[src/rtl/class_argmax_pkg.sv]
// Shared types for the output-layer classifier (package nn_pkg).
// Optional score output is selected by CLASS_ARGMAX_SCORE_OUT_EN.
package nn_pkg;

    localparam int N_CLASSES_DEF = 10;
    localparam int SCORE_W_DEF   = 26;

    typedef logic signed [SCORE_W_DEF-1:0] score_t;

    typedef enum logic [1:0] {
        ARM,
        ACCUM,
        DONE
    } argmax_state_e;

endpackage

[src/rtl/class_argmax_if.sv]
// Score-in / class-out handshake bundle for class_argmax.
// out_score exists only when CLASS_ARGMAX_SCORE_OUT_EN is defined.
interface class_argmax_if
    import nn_pkg::*;
#(
    parameter int SCORE_W = SCORE_W_DEF,
    parameter int IDX_W   = $clog2(N_CLASSES_DEF)
);

    logic                      clear;
    logic                      in_valid;
    logic                      in_ready;
    logic signed [SCORE_W-1:0] in_score;
    logic                      out_valid;
    logic                      out_ready;
    logic [IDX_W-1:0]          out_class;

`ifdef CLASS_ARGMAX_SCORE_OUT_EN
    logic signed [SCORE_W-1:0] out_score;

    modport master (
        output clear, in_valid, in_score, out_ready,
        input  in_ready, out_valid, out_class, out_score
    );

    modport slave (
        input  clear, in_valid, in_score, out_ready,
        output in_ready, out_valid, out_class, out_score
    );
`else
    modport master (
        output clear, in_valid, in_score, out_ready,
        input  in_ready, out_valid, out_class
    );

    modport slave (
        input  clear, in_valid, in_score, out_ready,
        output in_ready, out_valid, out_class
    );
`endif

endinterface

[src/rtl/class_argmax_score_max_cmp.sv]
// Combinational running-max step: picks candidate or current best.
// Ties keep the current best, so the lower class index wins.
module score_max_cmp #(
    parameter int SCORE_W = 26,
    parameter int IDX_W   = 4
) (
    input  logic signed [SCORE_W-1:0] cand_score,
    input  logic [IDX_W-1:0]          cand_idx,
    input  logic signed [SCORE_W-1:0] best_score,
    input  logic [IDX_W-1:0]          best_idx,
    input  logic                      first,
    output logic signed [SCORE_W-1:0] next_score,
    output logic [IDX_W-1:0]          next_idx
);

    always_comb begin
        next_score = best_score;
        next_idx   = best_idx;
        if (first || (cand_score > best_score)) begin
            next_score = cand_score;
            next_idx   = cand_idx;
        end
    end

endmodule

[src/rtl/class_argmax.sv]
// Argmax over N_CLASSES streamed neuron scores; holds the winning index until taken.
// Define CLASS_ARGMAX_SCORE_OUT_EN to also export the winning score.
import nn_pkg::*;

module class_argmax #(
    parameter int N_CLASSES = N_CLASSES_DEF,
    parameter int SCORE_W   = SCORE_W_DEF,
    parameter int IDX_W     = $clog2(N_CLASSES)
) (
    input logic           clk,
    input logic           GlobalReset,
    class_argmax_if.slave bus
);

    localparam logic [IDX_W-1:0] LAST_IDX = IDX_W'(N_CLASSES - 1);

    argmax_state_e             state;
    logic [IDX_W-1:0]          cnt;
    logic signed [SCORE_W-1:0] best_score;
    logic [IDX_W-1:0]          best_idx;
    logic                      in_ready_q;
    logic                      out_valid_q;
    logic [IDX_W-1:0]          out_class_q;
    logic signed [SCORE_W-1:0] next_score;
    logic [IDX_W-1:0]          next_idx;
    logic                      accept;

    // in_ready is only ever high in ACCUM, so it alone qualifies an accept
    assign accept = bus.in_valid && in_ready_q;

    score_max_cmp #(
        .SCORE_W (SCORE_W),
        .IDX_W   (IDX_W)
    ) u_cmp (
        .cand_score (bus.in_score),
        .cand_idx   (cnt),
        .best_score (best_score),
        .best_idx   (best_idx),
        .first      (cnt == '0),
        .next_score (next_score),
        .next_idx   (next_idx)
    );

`ifdef CLASS_ARGMAX_SCORE_OUT_EN
    logic signed [SCORE_W-1:0] out_score_q;
    assign bus.out_score = out_score_q;
`endif

    assign bus.in_ready  = in_ready_q;
    assign bus.out_valid = out_valid_q;
    assign bus.out_class = out_class_q;

    always_ff @(posedge clk or negedge GlobalReset) begin
        if (!GlobalReset) begin
            state       <= ARM;
            cnt         <= '0;
            best_score  <= '0;
            best_idx    <= '0;
            in_ready_q  <= 1'b0;
            out_valid_q <= 1'b0;
            out_class_q <= '0;
`ifdef CLASS_ARGMAX_SCORE_OUT_EN
            out_score_q <= '0;
`endif
        end else if (bus.clear) begin
            // flush wins over any same-cycle accept or output handshake
            state       <= ACCUM;
            cnt         <= '0;
            in_ready_q  <= 1'b1;
            out_valid_q <= 1'b0;
        end else begin
            case (state)
                ARM: begin
                    in_ready_q <= 1'b1;
                    state      <= ACCUM;
                end
                ACCUM: begin
                    if (accept) begin
                        best_score <= next_score;
                        best_idx   <= next_idx;
                        if (cnt == LAST_IDX) begin
                            out_class_q <= next_idx;
`ifdef CLASS_ARGMAX_SCORE_OUT_EN
                            out_score_q <= next_score;
`endif
                            out_valid_q <= 1'b1;
                            in_ready_q  <= 1'b0;
                            cnt         <= '0;
                            state       <= DONE;
                        end else begin
                            cnt <= cnt + 1'b1;
                        end
                    end
                end
                DONE: begin
                    if (out_valid_q && bus.out_ready) begin
                        out_valid_q <= 1'b0;
                        in_ready_q  <= 1'b1;
                        state       <= ACCUM;
                    end
                end
                default: begin
                    state <= ARM;
                end
            endcase
        end
    end

endmodule

[src/flat_wrapper.sv]
// flat-port wrapper written by rule: the top's interface ports become plain ports
module class_argmax_flat 
#(
    parameter int N_CLASSES = N_CLASSES_DEF,
    parameter int SCORE_W   = SCORE_W_DEF,
    parameter int IDX_W     = $clog2(N_CLASSES)
)
  (clk, GlobalReset, bus_clear, bus_in_valid, bus_in_score, bus_out_ready, bus_in_ready, bus_out_valid, bus_out_class);
  class_argmax_if #(.SCORE_W(SCORE_W), .IDX_W(IDX_W)) bus_i ();
  input logic clk;
  input logic GlobalReset;
  input wire logic [$bits(bus_i.clear)-1:0] bus_clear;
  input wire logic [$bits(bus_i.in_valid)-1:0] bus_in_valid;
  input wire logic [$bits(bus_i.in_score)-1:0] bus_in_score;
  input wire logic [$bits(bus_i.out_ready)-1:0] bus_out_ready;
  output wire logic [$bits(bus_i.in_ready)-1:0] bus_in_ready;
  output wire logic [$bits(bus_i.out_valid)-1:0] bus_out_valid;
  output wire logic [$bits(bus_i.out_class)-1:0] bus_out_class;
  assign bus_i.clear = bus_clear;
  assign bus_i.in_valid = bus_in_valid;
  assign bus_i.in_score = bus_in_score;
  assign bus_i.out_ready = bus_out_ready;
  assign bus_in_ready = bus_i.in_ready;
  assign bus_out_valid = bus_i.out_valid;
  assign bus_out_class = bus_i.out_class;
  class_argmax #(.N_CLASSES(N_CLASSES), .SCORE_W(SCORE_W), .IDX_W(IDX_W)) u_core (.clk(clk), .GlobalReset(GlobalReset), .bus(bus_i));
endmodule
[config.mk]
export PLATFORM = sky130hd
export DESIGN_NAME = class_argmax_flat
export DESIGN_NICKNAME = d
export VERILOG_FILES = /design/src/rtl/class_argmax_pkg.sv /design/src/rtl/class_argmax_if.sv /design/src/rtl/class_argmax_score_max_cmp.sv /design/src/rtl/class_argmax.sv /design/src/flat_wrapper.sv
export SDC_FILE = /design/constraint.sdc
export NUM_CORES = 1
export LEC_CHECK = 0
export ABC_AREA = 1
export BUFFER_PORTS_ARGS = -buffer_cell sky130_fd_sc_hd__buf_2
export CELL_PAD_IN_SITES_DETAIL_PLACEMENT = 0
export CELL_PAD_IN_SITES_GLOBAL_PLACEMENT = 2
export CORE_ASPECT_RATIO = 1.75
export CORE_MARGIN = 2
export CORE_UTILIZATION = 35
export DETAILED_ROUTE_END_ITERATION = 8
export PLACE_DENSITY = 0.85
export SYNTH_ARGS = -nofsm -noshare
export SYNTH_HDL_FRONTEND = slang
export SYNTH_SLANG_ARGS = --single-unit
[constraint.sdc]
create_clock -name clk -period 3.2 [get_ports clk]
set_input_delay 0.16 -clock clk [delete_from_list [all_inputs] [get_ports clk]]
set_output_delay 0.16 -clock clk [all_outputs]
set_load 0.01 [all_outputs]
==> flow_metrics.tcl, run 1 <==
set metrics [dict create \
    cts.htree.levels 2 \
    timing_hold_violations_final 0 \
    power.switching_w 0.000980 \
    cp_data_required_time_ns 3.36 \
    critical_path_cell_list "inv_1, ha_1, nand2_1, nor2_2, nand4_2, nor2_1, nand2_1, nand3_2, nand3_4, nand2_4, nand2_8, nand2_1, o21ai_2" \
    tns_ns 0 \
    crit_path_top_delay_cell "dfrtp_1" \
    critPathKind "register to register" \
    synthDominantAreaCellType "dfrtp_1" \
    drive_above_1_share_pct 29.7 \
    power.density_nw_per_um2 776 \
    crit_fanout 33 \
    grt_pass1_vias 2332 \
    die_width_microns 71.8 \
    vias_per_cell 4.73 \
    post_synth_inst_count 345 \
    clkSlewWorstSetupHoldPaths_ns 0.06 \
    globalRouteTotalUtil_pct 14.8 \
    arrival_ns 2.61 \
    detailroute.via_count 2227 \
    drc 0 \
    timing.slew.headroom_pct 33.1 \
    wl_per_cell_microns 12.6 \
    worstSkewPairLatency_ns 0.28 \
    drt-total-wl_microns 5930 \
    post-cts-setup-buffer-count 0 \
    share_of_the_synthesized_area_in_the_top_cell_type_pct 37.3 \
    worst_hold_path_type "input pin to asynchronous set/reset pin" \
    starting_drt_drc_count 92 \
    cts-buffers-inserted 5 \
    syn_nets 405 \
    setup_violations 0 \
    num_antenna_cells 0 \
    p_total_w 0.00247 \
    largest_net_degree_at_the_start_of_global_routing 43 \
    cts-resized-gates 0 \
    timing.critical_path.to_type "register" \
    min_period_over_period_pct 76.5 \
    cts_tree "done" \
    post-route-util_pct 40.6 \
    irDropWorstVdd_v 0.000368 \
    floorplan.die.height_microns 123 \
    max_capacitance_violation_count 0 \
    synthesis.area_sq_um 2820 \
    antenna_found_initial 0 \
    p_comb_share_pct 42.8 \
    holdBufCountCts 0 \
    area_growth_pct 13.1 \
    ff2ff_setup_slack_ns 0.75 \
    synth.yosys.warnings 0 \
    timing.critical_path.slowest_cell_delay_ns 0.35 \
    detail-route-antenna-nets 0 \
    design.portCount 37 \
    drt-pass1-iter-count 4 \
    critPathMostFrequentCell "nand2_1" \
    core_area_sq_um 7860 \
    power.share.switching_pct 39.6 \
    port-buffer-count 36 \
    synth_sequential_area_ratio_pct 37.3 \
    netlist_top_cells_area "dfrtp_1 37%, ha_1 13%, nand2_2 12%" \
    postSynthAreaPerCell_sq_um 8.17 \
    ys_types 30 \
    grt_setup_unrepaired "no" \
    synth-seq-cells 42 \
    run_status "completed" \
    slew_viol_final 0 \
    number_of_buffers_on_the_longest_clock_path 2 \
    timing.fmax_ghz 0.408 \
    cts.sink_count 42 \
    fin_crit_ns 2.45 \
    grt_first_pass_wirelength_microns 10400 \
    detailedPlacementHpwl_microns 4440 \
    finish.net_count 440 \
    start_util_pct 35.9 \
    global_placer_s_final_weighted_congestion 0.821 \
    worstMarginPinSlew_ns 1.00 \
    globalRoute.totalOverflow 0 \
    fin_worst_skew_ns 0.00616 \
    die_area_sq_um 8820 \
    power_report.internal_total_w 0.00149 \
    worst_setup_path_start_kind "register" \
    root_buffer "clkbuf_16" \
    seq_power_share_pct 35.0 \
    total_leakage_power_nw 1.72 \
    standard_cell_row_count 43 \
    power.share.clock_pct 22.2 \
]
cells by family after synthesis:
kind of cell / Yosys count / synth area share (%)
buffers and inverters: 66 / 11.1
and+or+nand+nor: 186 / 34.0
xor gates and xnor gates: 2 / 0.622
DFF: 42 / 37.3
adders and majority gates: 29 / 12.9
AOI/OAI and AO/OA: 20 / 4.22
flip-flops by register name (all words and copies together), names as in the netlist:
name / count
u_core.best_score: 26
u_core.best_idx: 4
u_core.cnt: 4
u_core.bus.out_valid: 1
u_core.bus.in_ready: 1
u_core.bus.out_class: 4
u_core.state: 2
critical path: cells and delay by family (launching register included):
kind / cells / cell delay [ns]
compound gates: 1 / 0.06
fa+ha+maj: 1 / 0.34
buf+inv: 1 / 0.05
flops: 1 / 0.35
simple gates: 10 / 1.52
cells in the mapped netlist:
cell type  instances
o21ai_2            3
nor2_2             1
a31oi_1            2
nand4_1            3
buf_12             3
nand2_1           67
nand4_2            1
nand2_8            1
nand3_4            1
buf_4              2
nand3_2            1
o21ai_1            1
a21o_1             1
xor2_1             1
o22ai_1            2
inv_1             54
xnor2_1            1
ha_1              29
clkbuf_1           3
buf_6              1
a21oi_1            7
dfrtp_1           42
o21ai_0            4
inv_2              3
nor2_4             1
nand2_2           55
nand2_4            1
nor2_1            13
nand3_1           40
nor3_1             1
power groups by stage:
stage / clock network, W / registers (W) / logic (W)
floorplan: 0 / 0.000856 / 0.000880
global placement: 0 / 0.000869 / 0.00107
detailed placement: 0 / 0.000874 / 0.00108
CTS: 0.000567 / 0.000865 / 0.00109
global route: 0.000589 / 0.000889 / 0.00125
finish: 0.000549 / 0.000865 / 0.00106
layer usage:
layer  share of wire (%)  GRT usage (%)  up-vias
li1                    -              -     1146
met4                0.67           3.89        0
met2                  56           28.8       18
met5                   0              0        -
met3                 2.4           2.55        4
met1                  40           16.2     1059
layout by cell type, fill, tap and decap left out, types with 2 or more instances in the layout:
cell type / n
nand2_1: 67
nand2_2: 55
inv_1: 54
dfrtp_1: 42
nand3_1: 40
buf_2: 36
ha_1: 29
nor2_1: 13
a21oi_1: 7
clkbuf_16: 5
o21ai_0: 4
inv_2: 3
nand4_1: 3
o21ai_2: 3
clkbuf_8: 3
a31oi_1: 2
o22ai_1: 2
worst paths after layout:
kind,end,startpoint,cells past startpoint
min in group clk,u_core.best_score[14],bus_in_score[14],3
max reg2reg,u_core.best_idx[1],u_core.best_score[25],13
max in group asynchronous,u_core.best_score[25],GlobalReset,1
min reg2reg,u_core.best_score[25],u_core.best_score[25],2
max,u_core.best_idx[1],u_core.best_score[25],13
min,u_core.best_score[4],GlobalReset,1
cell type report:
class	instances	area (sq um)
Clock buffer	8	166
Fill cell	826	4670
Inverter	57	214
Multi-Input combinational cell	237	1460
Sequential cell	42	1050
Tap cell	90	113
Timing Repair Buffer	37	188
metrics by stage:
stage	worst slack [ns]	hold WS, ns	instance area [sq um]	cells
detailed placement	0.694	0.385	3020	463
CTS	0.675	0.0804	3190	471
global placement	0.724	0.387	3020	463
floorplan	1.30	-0.136	2820	345
global route	0.440	0.127	3190	471
finish	0.751	0.0411	3190	471
Power figures use the tool's default switching activity.
==> run 2: changes to the inputs <==
--- a/config.mk
+++ b/config.mk
@@ -5,7 +5,7 @@
 export SDC_FILE = /design/constraint.sdc
 export NUM_CORES = 1
 export LEC_CHECK = 0
-export ABC_AREA = 1
+export ABC_AREA = 0
 export BUFFER_PORTS_ARGS = -buffer_cell sky130_fd_sc_hd__buf_2
 export CELL_PAD_IN_SITES_DETAIL_PLACEMENT = 0
 export CELL_PAD_IN_SITES_GLOBAL_PLACEMENT = 2
@@ -13,7 +13,7 @@
 export CORE_MARGIN = 2
 export CORE_UTILIZATION = 35
 export DETAILED_ROUTE_END_ITERATION = 8
-export PLACE_DENSITY = 0.85
+export PLACE_DENSITY = 0.79
 export SYNTH_ARGS = -nofsm -noshare
 export SYNTH_HDL_FRONTEND = slang
 export SYNTH_SLANG_ARGS = --single-unit
==> constraint.sdc (replaced) <==
create_clock -name clk -period 2.47 [get_ports clk]
set_input_delay 0.1235 -clock clk [delete_from_list [all_inputs] [get_ports clk]]
set_output_delay 0.1235 -clock clk [all_outputs]
set_load 0.01 [all_outputs]
==> flow_metrics.tcl, run 2 <==
set metrics [dict create \
    run_status "complete, but fails checks" \
    failing_checks "hold timing, setup timing" \
    ys_types 37 \
    detailroute.via_count 1880 \
    wl_per_cell_microns 14.0 \
    cts_tree "done" \
    detail-route-antenna-nets 0 \
    vias_per_cell 4.90 \
    worst_setup_path_start_kind "register" \
    critical_path_cell_list "inv_1, ha_4, nand4_4, or4_4, o211ai_4, mux2i_4, a21oi_4, buf_6, buf_12, mux2_4" \
    synth.yosys.warnings 0 \
    globalRouteTotalUtil_pct 14.2 \
    port-buffer-count 36 \
    post_synth_most_frequent_cells "42 x dfrtp_1, 37 x inv_1, 29 x ha_1" \
    drive_above_1_share_pct 40.9 \
    crit_path_top_delay_cell "or4_4" \
    start_util_pct 36.0 \
    globalRoute.totalOverflow 0 \
    fin_worst_skew_ns 0.00569 \
    fin_ws_ns -0.152 \
    synthArstFlopShare_pct 100 \
    irDropWorstVdd_v 0.000330 \
    slew_viol_final 0 \
    numPlacedInstances 364 \
    worstMarginPinSlew_ns 0.990 \
    post-route-cell-area_sq_um 3370 \
    drt-total-wl_microns 5370 \
    number_of_buffers_on_the_longest_clock_path 2 \
    clkSlewWorstSetupHoldPaths_ns 0.06 \
    global_placer_s_final_weighted_congestion 0.793 \
    grt_setup_unrepaired "yes" \
    num_antenna_cells 0 \
    grt_first_pass_wirelength_microns 9290 \
    min_period_over_period_pct 106 \
    layout.cells.non_filler 384 \
    synth_sequential_area_ratio_pct 40.4 \
    area_growth_pct 29.6 \
    synth-seq-cells 42 \
    finish.net_count 357 \
    total_leakage_power_nw 1.63 \
    design.portCount 37 \
    max_capacitance_violation_count 0 \
    holdBufCountCts 0 \
    standard_cell_row_count 41 \
    starting_drt_drc_count 69 \
    timing.critical_path.to_type "register" \
    postSynthAreaPerCell_sq_um 11.0 \
    power.density_nw_per_um2 726 \
    synth_edf_count 0 \
    timing.slew.headroom_pct 34.0 \
    cp_data_required_time_ns 2.64 \
    post-route-util_pct 46.6 \
    share_of_the_synthesized_area_in_the_top_cell_type_pct 40.4 \
    worst_hold_path_type "input pin to asynchronous set/reset pin" \
    die_area_sq_um 8170 \
    synthesis.area_sq_um 2600 \
    root_buffer "clkbuf_16" \
    critical_path_buf_inv_count 3 \
    timing_hold_violations_final 1 \
    drc 0 \
    synth.most_common_cell "dfrtp_1" \
    mostFrequentLayoutCell "dfrtp_1" \
    detailedPlacementHpwl_microns 3780 \
    antenna_found_initial 0 \
    arrival_ns 2.79 \
    drt-pass1-iter-count 4 \
    post_synth_inst_count 236 \
    synthDominantAreaCellType "dfrtp_1" \
    timing.critical_path.slowest_cell_delay_ns 0.56 \
    cts.sink_count 42 \
    critPathKind "register to register" \
    netlist_top_cells_area "dfrtp_1 40%, mux2_4 16%, ha_1 14%" \
    die_width_microns 69.2 \
    floorplan.die.height_microns 118 \
    worst_hold_slack_ns -0.000883 \
    worstSkewPairLatency_ns 0.29 \
    grt_pass1_vias 2023 \
    cts-buffers-inserted 5 \
    syn_nets 296 \
    crit_fanout 5 \
    core_area_sq_um 7230 \
    largest_net_degree_at_the_start_of_global_routing 43 \
    synth_top_flop_cell "dfrtp_1" \
    layout.cells.most_common_list "42 x dfrtp_1, 36 x buf_2, 33 x inv_1, 28 x mux2_4, 20 x ha_1" \
    cts.htree.levels 2 \
    register_with_the_most_flip_flops "u_core.best_score" \
    largest_reg_flops 26 \
    crit_family "simple AND/OR/NAND/NOR gates" \
    fin_crit_ns 2.62 \
    timing.fmax_ghz 0.381 \
    postPlaceCellArea_sq_um 2950 \
    setup_violations 28 \
]
[run 2: cell types whose count changed after synthesis, moves of 8 or more]
| cell | before | now |
|---|---|---|
| mux2_4 | 0 | 28 |
| nand2_2 | 55 | 0 |
| nand3_1 | 40 | 6 |
| a21oi_1 | 7 | 15 |
| inv_1 | 54 | 37 |
| nand2_1 | 67 | 15 |
[run 2: path summary, 6_finish.rpt]
check	depth (start not counted)	from	slack, ns	to
setup / recovery	10	u_core.best_score[23]	-0.15	u_core.best_score[15]
hold / removal	1	GlobalReset	-0.0009	u_core.best_score[21]
setup reg to reg	10	u_core.best_score[23]	-0.15	u_core.best_score[15]
hold reg to reg	2	u_core.bus.out_class[2]	0.50	u_core.bus.out_class[2]
max in group asynchronous	1	GlobalReset	1.85	u_core.cnt[2]
min in group clk	2	bus_in_score[8]	0.09	u_core.best_score[8]
[run 2: layout make-up]
class	count	area, sq um
fill	684	3860
clock buffer	7	143
timing repair buffer	59	397
inverter	37	139
clock inverter	1	5.00
tap	86	108
multi-input combinational	152	1530
sequential	42	1050
[run 2: what timing repair did]
item / in CTS / in global routing
buffers inserted: 4 / 8
pin swaps: 6 / 9
setup endpoints to repair: 30 / 33
resized for setup: 15 / 14
gates cloned: 2 / 0
[run 2: through the flow]
stage	total power, W	setup slack, ns	TNS (ns)
global route	0.00263	-0.263	-6.45
global placement	0.00160	-0.144	-3.72
finish	0.00245	-0.152	-2.59
detailed placement	0.00161	-0.210	-5.40
CTS	0.00237	-0.195	-4.59
floorplan	0.00142	-0.100	-2.78
[run 2: power by group]
part,total [W],internal [W],switching (W)
logic,0.000897,0.000508,0.000389
clock network,0.000672,0.000401,0.000271
registers,0.000880,0.000809,0.0000714
[run 2: cells by family after synthesis]
logic type	synth area share, %
simple gates	10.1
buf+inv	7.93
flops	40.4
compound gates	10.6
mux	17.1
fa+ha+maj	13.9
[run 2: routing by layer]
metal	wire (microns)	vias to the layer above	GRT usage, %
li1	-	943	-
met1	2270	904	16.1
met2	2840	26	25.4
met3	176	7	3.25
met4	93	0	5.51
met5	0	-	0
[run 2: worst register-to-register path, cell delays in order, from the launching register on]
cell and delay (ns):
dfrtp_1 0.34, inv_1 0.07, ha_4 0.28, nand4_4 0.10
or4_4 0.56, o211ai_4 0.21, mux2i_4 0.29, a21oi_4 0.10
buf_6 0.14, buf_12 0.13, mux2_4 0.29
